### src/rtl/tc_mul_pipe.sv
// tc_mul_pipe: pipelined, back-pressurable fixed-point multiplier.
// The exact product, optional rounding, arithmetic right shift and saturation
// are all computed combinationally from the operands. The result then enters a
// NUM_STAGE-deep register chain. Every stage advances on one global enable, so
// the result is bit-identical for any NUM_STAGE and only latency changes.
module tc_mul_pipe #(
    parameter int A_WIDTH    = 13,
    parameter int B_WIDTH    = 17,
    parameter int A_SIGNED   = 0,
    parameter int B_SIGNED   = 1,
    parameter int DOUT_WIDTH = 30,
    parameter int SHIFT      = 0,
    parameter int ROUND      = 0,
    parameter int NUM_STAGE  = 1
) (
    input  logic                         ap_clk,
    input  logic                         ap_rst_n,
    input  logic                         din_valid,
    output logic                         din_ready,
    input  logic [A_WIDTH-1:0]           din0,
    input  logic [B_WIDTH-1:0]           din1,
    output logic                         dout_valid,
    input  logic                         dout_ready,
    output logic signed [DOUT_WIDTH-1:0] dout,
    output logic                         ovf
);

    // The product is one bit wider than the operand sum, so mixed
    // signed/unsigned products fit exactly. One more bit lets the rounding
    // add proceed without overflow.
    localparam int PW = A_WIDTH + B_WIDTH + 1;
    localparam int SW = PW + 1;

    logic signed [PW-1:0]         w_a_ext;
    logic signed [PW-1:0]         w_b_ext;
    logic signed [PW-1:0]         w_prod;
    logic signed [SW-1:0]         w_prod_x;
    logic signed [SW-1:0]         w_rnd;
    logic signed [SW-1:0]         w_sum;
    logic signed [SW-1:0]         w_scaled;
    logic signed [DOUT_WIDTH-1:0] w_dout;
    logic                         w_ovf;
    logic                         w_ce;

    logic [NUM_STAGE-1:0]                 r_vld_pipe;
    logic [NUM_STAGE-1:0][DOUT_WIDTH-1:0] r_dout_pipe;
    logic [NUM_STAGE-1:0]                 r_ovf_pipe;

    // Extend each operand to the full product width according to its signedness.
    if (A_SIGNED != 0) begin : g_a_sx
        assign w_a_ext = PW'($signed(din0));
    end else begin : g_a_zx
        assign w_a_ext = $signed(PW'(din0));
    end

    if (B_SIGNED != 0) begin : g_b_sx
        assign w_b_ext = PW'($signed(din1));
    end else begin : g_b_zx
        assign w_b_ext = $signed(PW'(din1));
    end

    assign w_prod   = w_a_ext * w_b_ext;
    assign w_prod_x = SW'(w_prod);

    // Round half up: add half an output LSB before the shift discards it.
    if (ROUND != 0 && SHIFT > 0) begin : g_rnd
        assign w_rnd = SW'(1) << (SHIFT - 1);
    end else begin : g_trunc
        assign w_rnd = '0;
    end

    assign w_sum    = w_prod_x + w_rnd;
    assign w_scaled = w_sum >>> SHIFT;

    if (DOUT_WIDTH >= SW) begin : g_wide
        // The output can hold every scaled value, so saturation never occurs.
        assign w_dout = DOUT_WIDTH'(w_scaled);
        assign w_ovf  = 1'b0;
    end else begin : g_sat
        // The value is in range when every bit from the output sign bit upward
        // matches the sign.
        logic [SW-DOUT_WIDTH:0] w_hi;
        assign w_hi = w_scaled[SW-1:DOUT_WIDTH-1];

        // Clamp to the violated bound and flag the overflow.
        always_comb begin
            w_ovf  = 1'b0;
            w_dout = w_scaled[DOUT_WIDTH-1:0];
            if (!((&w_hi) || !(|w_hi))) begin
                w_ovf  = 1'b1;
                w_dout = w_scaled[SW-1] ? {1'b1, {(DOUT_WIDTH-1){1'b0}}}
                                        : {1'b0, {(DOUT_WIDTH-1){1'b1}}};
            end
        end
    end

    // The whole chain moves when the output slot is empty or is being drained.
    // Bubbles are held in place, which keeps the stall logic to a single gate.
    assign w_ce      = !r_vld_pipe[NUM_STAGE-1] || dout_ready;
    assign din_ready = w_ce;

    // Pipeline register chain: stage 0 captures the new result, and later stages shift.
    always_ff @(posedge ap_clk or negedge ap_rst_n) begin
        if (!ap_rst_n) begin
            r_vld_pipe  <= '0;
            r_dout_pipe <= '0;
            r_ovf_pipe  <= '0;
        end else if (w_ce) begin
            r_vld_pipe[0]  <= din_valid;
            r_dout_pipe[0] <= w_dout;
            r_ovf_pipe[0]  <= w_ovf;
            for (int s = 1; s < NUM_STAGE; s++) begin
                r_vld_pipe[s]  <= r_vld_pipe[s-1];
                r_dout_pipe[s] <= r_dout_pipe[s-1];
                r_ovf_pipe[s]  <= r_ovf_pipe[s-1];
            end
        end
    end

    assign dout_valid = r_vld_pipe[NUM_STAGE-1];
    assign dout       = r_dout_pipe[NUM_STAGE-1];
    assign ovf        = r_ovf_pipe[NUM_STAGE-1];

endmodule
### config.mk
export PLATFORM = sky130hd
export DESIGN_NAME = tc_mul_pipe
export DESIGN_NICKNAME = d
export VERILOG_FILES = /design/src/rtl/tc_mul_pipe.sv
export SDC_FILE = /design/constraint.sdc
export NUM_CORES = 1
export LEC_CHECK = 0
export ABC_CLOCK_PERIOD_IN_PS = 3000
export BUFFER_PORTS_ARGS = -buffer_cell sky130_fd_sc_hd__clkbuf_2
export CORE_ASPECT_RATIO = 0.75
export CORE_MARGIN = 8
export CORE_UTILIZATION = 50
export DETAILED_ROUTE_END_ITERATION = 6
export HOLD_SLACK_MARGIN = 0.08
export PLACE_DENSITY = 0.77
export SLEW_MARGIN = 20
export SYNTH_ARGS = -nofsm -noshare
export SYNTH_HDL_FRONTEND = slang
export SYNTH_SLANG_ARGS = --single-unit
export TNS_END_PERCENT = 50
### constraint.sdc
create_clock -name ap_clk -period 3 [get_ports ap_clk]
set_clock_uncertainty 0.1 [all_clocks]
set_input_delay 0.6 -clock ap_clk [delete_from_list [all_inputs] [get_ports ap_clk]]
set_output_delay 0.6 -clock ap_clk [all_outputs]
set_load 0.005 [all_outputs]
==> summary.md <==
| Metric | Value |
|---|---|
| Status | `finished with violations` |
| Failing checks | `setup timing` |
| Die height | `141 um` |
| CTS sink cnt | `32` |
| Area of the multi-input gates | `8910 um2` |
| Cell with the most instances after synthesis | `inv_1` |
| GRT overflow | `0` |
| Slew HR | `0.457` |
| Critical-path cell list | `clkbuf_4, and2_1, fa_1, inv_1, fa_1, inv_1, fa_1, fa_2, fa_1, inv_1, fa_1, inv_1, ha_4, buf_4, a31o_1, a221oi_2, buf_4, nor3_4, a2111oi_4, buf_4, nor3_4, buf_6, o31ai_2, a31oi_1` |
| CP required | `about 3.0 ns` |
| Register Area | `801 um2` |
| Hold-fix buffers, CTS | `0` |
| CP arrival | `6.34 ns` |
| Synth cell types | `67` |
| Io pins | `67` |
| Port bufs | `66` |
| Most common cell on crit path | `fa_1` |
| Core area | `20300 um2` |
| Worst Path Class, Setup | `in2reg` |
| Clock transition at path regs | `0.05 ns` |
| Slowest-stage cell, CP | `fa_2` |
| Final min period | `6.30 ns` |
| Vias in the first global route | `9726` |
| Synth Cell Area | `10300 um2` |
| Root Driver | `clkbuf_16` |
| DR vias | `8976` |
| Iter 0 DRT Violations | `between 600 and 700` |
| DR pass1 iterations | `5` |
| Final Max Tran Viols | `0` |
| FF+latch count, synth | `32` |
| Final wirelength | `roughly 28000 um` |
| Synth cell count leaders | `268 x inv_1, 213 x fa_1, 148 x nand2_1` |
| Layout cells sized above 1 | `0.288` |
| Final setup violation count | `31` |
| Dominant cells by area after synthesis | `fa_1 41%, inv_1 9.7%, ha_1 9.2%` |
| Largest net degree at the start of global routing | `41` |
| Avg WL per Cell | `16.7 um` |
| Total CTS buffers | `5` |
| Post-layout net count | `1724` |
| Peak per-stage delay on the critical path | `0.58 ns` |
| Final ANT Viol Nets | `0` |
| Htree depth | `2` |
| Async S/R FF share, synth | `1.00` |
| Yosys Warn Count | `0` |
| Syn_nets | `between 1000 and 1500` |
| Syn Area/Cell | `8.81 um2` |
| Vias per cell | `5.41` |
| Initial Util | `0.510` |
| HP Class | `in2async` |
| Residual DRC | `0` |
| All-Layer GR Usage | `0.216` |
| First-pass GRT wire length | `45800 um` |
| Max cap viols | `0` |
| Die Width | `182 um` |
| Row count | `45` |
| Fmax | `159 MHz` |
| Ys flop type | `dfrtp_1` |
| Slew @ Worst Pin | `0.815 ns` |
| Placer Congestion | `0.945` |
| Synth-to-Final Area Change | `30.0%` |
| RSZ-0062 raised after global routing | `yes` |
| FILL cells | `1530` |
| Top cell type by total area after synthesis | `fa_1` |
| R2R Path Start | `dout_valid` |
| Setup crit end kind | `register` |
| Gate Count Post-Synth | `1174` |
| Worst skew pair latency | `0.27 ns` |
| Yosys top cell area share | `0.412` |
| Max FO, Critical Path | `10` |
| DIE AREA | `25600 um2` |
| Worst Slack Setup Final | `-3.30 ns` |
| Clock buffer depth | `2` |
| CTS tree | `done` |
| Post-synthesis sequential area ratio | `0.0774` |
| Period utilization | `2.10` |
| Initial antenna violation count | `0` |
| Critical Path Source Type | `input pin` |
| Dpl hpwl | `22200 um` |
| Fin. Hold Viols | `0` |
| WP buf/inv | `9` |
| Pre-CTS WS | `-3.77 ns` |
| Top delay family on crit path | `adder cells` |
| ANT cells | `0` |
| Critical path launch point | `din1[13]` |
| Number of synthesized flops with an enable pin | `0` |
## worst paths after layout
| path | to | slack (ns) | depth (start not counted) |
|---|---|---|---|
| min | dout[10] | 0.31 | 1 |
| max | dout[3] | -3.30 | 24 |
| max in group asynchronous | dout[21] | 1.98 | 1 |
| max reg2reg | dout[0] | 1.25 | 6 |
| min in group ap_clk | dout[23] | 0.40 | 2 |
| min reg2reg | dout[23] | 0.40 | 2 |
## placed cells by master (no fill, tap or decap), drive strengths merged, types with 3 or more instances in the layout
cell,netlist,layout
inv,268,267
buf,11,217
fa,213,213
nand2,149,149
and2,102,102
ha,76,76
clkbuf,46,64
nor2,36,36
nand3,35,36
dfrtp,32,32
a21oi,27,27
a31oi,20,20
o21ai,20,20
xnor2,18,18
o31ai,15,15
o2111ai,11,11
a21o,9,9
nor3,7,8
xor2,7,7
o211ai,7,7
nor2b,6,6
o21a,6,6
a211oi,6,6
and3,6,6
nand2b,5,5
a22oi,4,4
nand4,3,3
nand4b,3,3
## state kept, by name (all words and copies together) (netlist names)
| register | cells |
|---|---|
| dout | 30 |
| dout_valid | 1 |
| ovf | 1 |
## cell families after synthesis
group / Yosys count / synth area share
AND/OR/NAND/NOR: 356 / 0.170
flip-flops: 32 / 0.0774
XOR/XNOR: 25 / 0.0212
buffers and inverters: 325 / 0.123
AO/OA/AOI/OAI: 147 / 0.104
adder cells (fa/ha/maj): 289 / 0.504
## through the flow
step	util	setup TNS, ns	instances	hold slack, ns	area [um2]
final	0.664	-99.73	1660	0.309	13400
after global routing	0.664	-104.76	1660	0.367	13400
after CTS	0.643	-100.53	1654	0.318	13000
after detailed placement	0.611	-114.25	1634	0.366	12400
after global placement	0.611	-111.63	1634	0.372	12400
after floorplan	-	-102.29	1174	0.204	10600
## layer usage
| metal | share of wire | global-route usage | up-vias |
|---|---|---|---|
| li1 | - | - | 4077 |
| met1 | 0.42 | 0.275 | 4558 |
| met2 | 0.51 | 0.387 | 291 |
| met3 | 0.058 | 0.0307 | 50 |
| met4 | 0.017 | 0.0456 | 0 |
| met5 | 0 | 0 | - |
## worst reg2reg max path, cell delays in order, from the launching register on
cell,delay [ns]
dfrtp_1,0.34
nor2b_1,0.23
clkinv_1,0.12
buf_4,0.29
and3_1,0.30
a22oi_1,0.16
nand3_1,0.09
## cell type report
type / instances / area share
Timing Repair Buffer: 275 / 0.167
Tap cell: 258 / 0.0240
Multi-Input combinational cell: 819 / 0.663
Clock buffer: 6 / 0.00958
Clock inverter: 2 / 0.00260
Inverter: 268 / 0.0750
Sequential cell: 32 / 0.0595
## timing repair
item | in CTS | in global routing
pin swaps | 44 | 57
gates resized for setup | 69 | 96
endpoints found under the setup margin | 31 | 31
cloned | 5 | 0
setup buffers | 7 | 9
Power is left out: the tool's default activity adds up to more than one toggle a clock period on the data nets, which glitch-free logic cannot reach.
